## src/rtl/ifu_pkg.sv

```systemverilog
// Shared types and constants for the instruction-fetch unit.
// Holds the cache <-> refill payload structs, the refill FSM state enum
// and the line geometry constants used by i_mem_refill_ctrl.
package ifu_pkg;

   localparam int unsigned WORD_W        = 32;
   localparam int unsigned LINE_WORDS    = 4;
   localparam int unsigned LINE_W        = WORD_W * LINE_WORDS;
   localparam int unsigned LINE_OFFSET_W = 4;
   localparam int unsigned CNT_W         = 3;

   typedef struct packed {
      logic        valid;
      logic [31:0] address;
   } t_cache2i_mem_req;

   typedef struct packed {
      logic         valid;
      logic [31:0]  address;
      logic [127:0] filled_instruction;
   } t_i_mem2cache_rsp;

   typedef enum logic [1:0] {
      IDLE    = 2'd0,
      FETCH   = 2'd1,
      RESPOND = 2'd2
   } t_refill_state;

endpackage

```

## src/rtl/i_mem_refill_ctrl.sv

```systemverilog
// Instruction-cache line refill controller.
// Takes one miss request, issues four word reads to instruction memory
// (ready/valid, bounded outstanding count), assembles the returned words
// into a 128-bit line and returns it to the cache as a one-cycle response.
// Ports:
//   clk, rst             clock, async active-high reset
//   cache2i_mem_req      miss request (valid, address)
//   i_mem2cache_rsp      registered refill response (valid, address, line)
//   mem_rd_req_valid     registered word read request valid
//   mem_rd_req_ready     memory accepts the request this cycle
//   mem_rd_addr          registered word-aligned read address
//   mem_rd_rsp_valid     in-order read data valid
//   mem_rd_rsp_data      read data
//   refill_busy          registered, high whenever not IDLE
module i_mem_refill_ctrl
   import ifu_pkg::*;
#(
   parameter int unsigned MAX_OUTSTANDING = 4
) (
   input  logic             clk,
   input  logic             rst,
   input  t_cache2i_mem_req cache2i_mem_req,
   output t_i_mem2cache_rsp i_mem2cache_rsp,
   output logic             mem_rd_req_valid,
   input  logic             mem_rd_req_ready,
   output logic [31:0]      mem_rd_addr,
   input  logic             mem_rd_rsp_valid,
   input  logic [31:0]      mem_rd_rsp_data,
   output logic             refill_busy
);

   t_refill_state    r_state,     w_state_nxt;
   logic [31:0]      r_req_addr,  w_req_addr_nxt;
   logic [31:0]      r_line_base, w_line_base_nxt;
   logic [CNT_W-1:0] r_issue_cnt, w_issue_cnt_nxt;
   logic [CNT_W-1:0] r_rcv_cnt,   w_rcv_cnt_nxt;
   logic [LINE_W-1:0] r_line,     w_line_nxt;
   logic             r_rd_valid,  w_rd_valid_nxt;
   logic [31:0]      r_rd_addr,   w_rd_addr_nxt;
   t_i_mem2cache_rsp r_rsp,       w_rsp_nxt;
   logic             r_busy,      w_busy_nxt;

   logic             w_issue_fire;
   logic             w_rcv_fire;
   logic [CNT_W-1:0] w_out_nxt;
   logic [6:0]       w_wr_lsb;

   assign w_issue_fire = r_rd_valid & mem_rd_req_ready;
   // Guard keeps a stray extra response from wrapping into word 0.
   assign w_rcv_fire   = mem_rd_rsp_valid & (r_rcv_cnt < CNT_W'(LINE_WORDS));
   assign w_wr_lsb     = {r_rcv_cnt[1:0], 5'd0};

   // Next-state, counters, line assembly and next output values.
   always_comb begin
      w_state_nxt     = r_state;
      w_req_addr_nxt  = r_req_addr;
      w_line_base_nxt = r_line_base;
      w_issue_cnt_nxt = r_issue_cnt;
      w_rcv_cnt_nxt   = r_rcv_cnt;
      w_line_nxt      = r_line;
      w_rd_valid_nxt  = 1'b0;
      w_rd_addr_nxt   = r_rd_addr;
      w_rsp_nxt       = r_rsp;
      w_rsp_nxt.valid = 1'b0;
      w_out_nxt       = '0;

      case (r_state)
         IDLE: begin
            if (cache2i_mem_req.valid) begin
               w_state_nxt     = FETCH;
               w_req_addr_nxt  = cache2i_mem_req.address;
               w_line_base_nxt = {cache2i_mem_req.address[31:LINE_OFFSET_W],
                                  LINE_OFFSET_W'(0)};
               w_issue_cnt_nxt = '0;
               w_rcv_cnt_nxt   = '0;
               w_line_nxt      = '0;
               // First read goes out next cycle straight from registers.
               w_rd_valid_nxt  = 1'b1;
               w_rd_addr_nxt   = {cache2i_mem_req.address[31:LINE_OFFSET_W],
                                  LINE_OFFSET_W'(0)};
            end
         end

         FETCH: begin
            w_issue_cnt_nxt = r_issue_cnt + CNT_W'(w_issue_fire);
            w_rcv_cnt_nxt   = r_rcv_cnt + CNT_W'(w_rcv_fire);
            if (w_rcv_fire) begin
               w_line_nxt[w_wr_lsb +: WORD_W] = mem_rd_rsp_data;
            end
            w_out_nxt = w_issue_cnt_nxt - w_rcv_cnt_nxt;

            if (w_rcv_cnt_nxt == CNT_W'(LINE_WORDS)) begin
               w_state_nxt                  = RESPOND;
               w_rsp_nxt.valid              = 1'b1;
               w_rsp_nxt.address            = r_req_addr;
               w_rsp_nxt.filled_instruction = w_line_nxt;
            end else begin
               // Valid held while unaccepted: issue count and address do not
               // move, and outstanding can only shrink.
               w_rd_valid_nxt = (w_issue_cnt_nxt < CNT_W'(LINE_WORDS)) &&
                                (32'(w_out_nxt) < MAX_OUTSTANDING);
               w_rd_addr_nxt  = r_line_base + 32'({w_issue_cnt_nxt, 2'b00});
            end
         end

         RESPOND: begin
            w_state_nxt = IDLE;
         end

         default: begin
            w_state_nxt = IDLE;
         end
      endcase

      w_busy_nxt = (w_state_nxt != IDLE);
   end

   // State and output registers.
   always_ff @(posedge clk or posedge rst) begin
      if (rst) begin
         r_state     <= IDLE;
         r_req_addr  <= '0;
         r_line_base <= '0;
         r_issue_cnt <= '0;
         r_rcv_cnt   <= '0;
         r_line      <= '0;
         r_rd_valid  <= 1'b0;
         r_rd_addr   <= '0;
         r_rsp       <= '0;
         r_busy      <= 1'b0;
      end else begin
         r_state     <= w_state_nxt;
         r_req_addr  <= w_req_addr_nxt;
         r_line_base <= w_line_base_nxt;
         r_issue_cnt <= w_issue_cnt_nxt;
         r_rcv_cnt   <= w_rcv_cnt_nxt;
         r_line      <= w_line_nxt;
         r_rd_valid  <= w_rd_valid_nxt;
         r_rd_addr   <= w_rd_addr_nxt;
         r_rsp       <= w_rsp_nxt;
         r_busy      <= w_busy_nxt;
      end
   end

   assign i_mem2cache_rsp  = r_rsp;
   assign mem_rd_req_valid = r_rd_valid;
   assign mem_rd_addr      = r_rd_addr;
   assign refill_busy      = r_busy;

endmodule
```

## config.mk

```make
export PLATFORM = sky130hd
export DESIGN_NAME = i_mem_refill_ctrl
export DESIGN_NICKNAME = d
export VERILOG_FILES = /design/src/rtl/ifu_pkg.sv /design/src/rtl/i_mem_refill_ctrl.sv
export SDC_FILE = /design/constraint.sdc
export NUM_CORES = 1
export LEC_CHECK = 0
export ABC_CLOCK_PERIOD_IN_PS = 24400
export CELL_PAD_IN_SITES_DETAIL_PLACEMENT = 0
export CELL_PAD_IN_SITES_GLOBAL_PLACEMENT = 1
export CORE_ASPECT_RATIO = 2
export CORE_UTILIZATION = 30
export DETAILED_ROUTE_END_ITERATION = 12
export PLACE_DENSITY_LB_ADDON = 0.1
export SETUP_SLACK_MARGIN = 0.05
export SYNTH_ARGS = -nofsm -noshare
export SYNTH_HDL_FRONTEND = slang
export SYNTH_SLANG_ARGS = --single-unit
```

## constraint.sdc

```tcl
create_clock -name clk -period 24.4 [get_ports clk]
set_input_delay 3.66 -clock clk [delete_from_list [all_inputs] [get_ports clk]]
set_output_delay 3.66 -clock clk [all_outputs]
set_load 0.01 [all_outputs]
```

==> results_dict.tcl <==
set metrics [dict create \
    syn_inst 1421 \
    worst_slew_pin_slew_ns 1.07 \
    worst_setup_path_startpoint "mem_rd_rsp_valid" \
    area_growth_pct 27.0 \
    required_ns 24.85 \
    cellInternalPower_mw 1.70 \
    r2r-start "r_rcv_cnt[2]$_DFFE_PP0P_" \
    yosysTopAreaCellShare_pct 59.1 \
    layout-drive-gt1-share_pct 6.57 \
    portion_of_the_post_synthesis_area_used_by_sequential_elements_pct 59.1 \
    cts_clk_pin_slew_worst_paths_ns 0.06 \
    synth.lib_cells_used.distinct 50 \
    post_synth_most_frequent_cells "sky130_fd_sc_hd__dfrtp_1 (361), sky130_fd_sc_hd__nor2_1 (291), sky130_fd_sc_hd__nand2_1 (135), sky130_fd_sc_hd__a22o_1 (129), sky130_fd_sc_hd__a221oi_1 (128)" \
    post-dp-hpwl_um 32700 \
    grt_pass1_vias 12244 \
    via_count_normalized_by_instance_count 5.18 \
    switching_share_pct 38.1 \
    final_clock_period_utilization_by_the_worst_path_pct 29.2 \
    finalNetCount 1670 \
    route.vias.total 11720 \
    count_of_state_elements_after_synthesis 361 \
    postCtsSetupBuffers 0 \
    status "completed" \
    drt_wl_total_um 52400 \
    worst_setup_path_start_kind "input pin" \
    cts_max_path_buffers 3 \
    route.detailed.wl_per_inst_um 23.2 \
    nFillCells 5086 \
    synthTopCellsByArea "sky130_fd_sc_hd__dfrtp_1 (59%), sky130_fd_sc_hd__a22o_1 (7.4%), sky130_fd_sc_hd__a221oi_1 (7.3%), sky130_fd_sc_hd__nor2_1 (7.2%), sky130_fd_sc_hd__nand2_1 (3.3%)" \
    timing.clock.skew_ns 0.0214 \
    design.core.area_mm2 0.0502 \
    power.switching_mw 1.05 \
    syn_avg_cell_area_um2 10.7 \
    grt_max_degree 120 \
    pin_count 264 \
    antenna-diode-count 0 \
    max_freq_mhz 140 \
    maxSlewViolCount 0 \
    p_total_mw 2.75 \
    cellPowerDensity_mw_per_mm2 142 \
    die_x_um 162 \
    path_class "in2reg" \
    setup_tns_ns 0 \
    synth_area_leader_cell "sky130_fd_sc_hd__dfrtp_1" \
    cap_viol_max_count 0 \
    yosysMostFrequentCell "sky130_fd_sc_hd__dfrtp_1" \
    timing.final.setup_violations 0 \
    timing.critical_path.arrival_ns 7.57 \
    hold_violations 0 \
    yosysWarnings 0 \
    timing.critical_path.fanout_max 83 \
    min_from "r_req_addr[0]$_DFFE_PP0P_" \
    globalRouteTotalUtil_pct 20.2 \
    final_replace_weighted_congestion 0.763 \
    cts.root.buffer_cell "sky130_fd_sc_hd__clkbuf_16" \
    floorplan.die_area_mm2 0.0519 \
    endpoint_kind "register" \
    clock-sinks 361 \
    syn-cell-area_mm2 0.0153 \
    synth-edff-count 0 \
    route.antenna.remaining_nets 0 \
    postCtsResizedCells 0 \
    drt-pass1-iter-count 6 \
    holdBufCountCts 0 \
    p_comb_share_pct 41.2 \
    rsz0062_at_grt "false" \
    grt-ovfl-total 0 \
    floorplan.rows 116 \
    dominantRegCellSynth "sky130_fd_sc_hd__dfrtp_1" \
    period_minus_slack_ns 7.13 \
    timing.max_slew.rel_slack_pct 28.7 \
    power.ir.vdd_worst_mv 0.0767 \
    antenna_found_initial 0 \
    h-tree-depth 2 \
    grt_first_pass_wirelength_um 79600 \
    initial_util_pct 30.4 \
    cts_tree "built" \
    detailedRoute.firstIterationViolations 604 \
    tritoncts.num_buffers 37 \
    dieHeight_um 321 \
    placed_cells_incl_taps 2199 \
    timing.hold.worst.class "reg2reg" \
    non_filler_instance_count_after_layout 2263 \
    power.share.clock_pct 21.4 \
    synthArstFlopShare_pct 100 \
    placement.io_buffers 261 \
    seqPwrFrac_pct 37.4 \
    drc 0 \
    clk_latency_ns 0.54 \
    p_leak_nw 8.56 \
]
==> layer usage <==
layer,GRT usage [%],share of wire (%),vias to the layer above,wire (µm)
li1,-,-,5347,-
met1,23.7,39,5943,20400
met2,36.6,53,365,27600
met3,4.22,6.0,65,3140
met4,5.97,2.5,0,1330
met5,0,0,-,0
==> placed cells by master, fill, tap and decap left out, types with 4 or more instances in the layout <==
master	Yosys	routed
sky130_fd_sc_hd__nor2_1	291	291
sky130_fd_sc_hd__nand2_2	1	8
sky130_fd_sc_hd__clkbuf_8	0	9
sky130_fd_sc_hd__nor2b_1	14	13
sky130_fd_sc_hd__inv_1	13	12
sky130_fd_sc_hd__o21ai_1	29	29
sky130_fd_sc_hd__and2_2	0	4
sky130_fd_sc_hd__clkbuf_1	83	6
sky130_fd_sc_hd__nand4_1	8	8
sky130_fd_sc_hd__a22o_1	129	129
sky130_fd_sc_hd__a21oi_1	25	25
sky130_fd_sc_hd__mux2_2	9	9
sky130_fd_sc_hd__nand3_1	13	13
sky130_fd_sc_hd__clkbuf_16	0	39
sky130_fd_sc_hd__xor2_1	20	20
sky130_fd_sc_hd__clkdlybuf4s50_1	0	261
sky130_fd_sc_hd__mux2_1	20	20
sky130_fd_sc_hd__buf_4	5	11
sky130_fd_sc_hd__o21ai_0	15	15
sky130_fd_sc_hd__nand2_1	135	127
sky130_fd_sc_hd__clkinv_2	0	6
sky130_fd_sc_hd__dfrtp_1	361	361
sky130_fd_sc_hd__xnor2_1	7	7
sky130_fd_sc_hd__ha_1	12	12
sky130_fd_sc_hd__a221oi_1	128	128
==> power groups by stage <==
stage	Combinational [mW]	Sequential, mW	Clock (mW)
finish	1.13	1.03	0.588
global route	1.25	1.06	0.629
CTS	1.16	1.03	0.610
detailed placement	1.16	1.04	0
global placement	1.14	1.04	0
floorplan	0.550	1.05	0
==> final timing paths <==
path	end	slack, ns	cells after the start
hold / removal	i_mem2cache_rsp[128]$_DFFE_PP0P_	0.46	2
min in group asynchronous	i_mem2cache_rsp[80]$_DFFE_PP0P_	3.71	2
max in group asynchronous	i_mem2cache_rsp[33]$_DFFE_PP0P_	18.36	4
setup / recovery	i_mem2cache_rsp[30]$_DFFE_PP0P_	17.27	11
hold reg to reg	i_mem2cache_rsp[128]$_DFFE_PP0P_	0.46	2
setup reg to reg	i_mem2cache_rsp[30]$_DFFE_PP0P_	20.49	10
==> worst max-delay path: stages <==
cell and delay [ns]:
sky130_fd_sc_hd__clkdlybuf4s50_1 0.49, sky130_fd_sc_hd__nor2b_1 0.46, sky130_fd_sc_hd__ha_1 0.25, sky130_fd_sc_hd__ha_1 0.20
sky130_fd_sc_hd__xor2_1 0.26, sky130_fd_sc_hd__and2_1 0.26, sky130_fd_sc_hd__nand2_4 0.24, sky130_fd_sc_hd__inv_6 0.56
sky130_fd_sc_hd__buf_4 0.79, sky130_fd_sc_hd__nor2_1 0.07, sky130_fd_sc_hd__nor2_1 0.13
==> per-stage QoR <==
| step | hold slack, ns | worst slack [ns] | area [µm²] | utilization, % |
|---|---|---|---|---|
| floorplan | 0.432 | 10.72 | 15300 | - |
| global placement | 0.444 | 16.74 | 18200 | 36.2 |
| detailed placement | 0.455 | 16.66 | 18200 | 36.2 |
| CTS | 0.468 | 17.21 | 19400 | 38.6 |
| global route | 0.499 | 16.91 | 19400 | 38.6 |
| finish | 0.460 | 17.27 | 19400 | 38.6 |
==> cell families (layout without fill, tap and decap cells) <==
kind of cell | after synthesis | count (layout) | synth area share (%)
other cells | 1 | 2 | 0.0246
mux | 32 | 32 | 2.33
compound gates | 341 | 341 | 17.8
simple gates | 487 | 487 | 13.3
xor+xnor | 27 | 27 | 1.55
buf+inv | 160 | 352 | 4.86
fa+ha+maj | 12 | 12 | 0.983
flops | 361 | 361 | 59.1
==> flip-flops by register name, summed over array words and instances, names as in the netlist <==
signal            count
mem_rd_addr          30
r_req_addr           32
refill_busy           1
r_state               2
i_mem2cache_rsp     161
r_rcv_cnt             3
r_issue_cnt           3
mem_rd_req_valid      1
r_line              128
==> layout make-up <==
class | count | area [µm²] | area share [%]
flip-flops and latches | 361 | 9030 | 46.6
repair buffers | 272 | 2700 | 13.9
well taps | 649 | 812 | 4.19
inverters | 16 | 72.6 | 0.374
clock buffers | 54 | 1120 | 5.79
multi-input cells | 901 | 5550 | 28.6
clock inverters | 10 | 108 | 0.555
No activity file was read; power rests on OpenSTA's default activity.
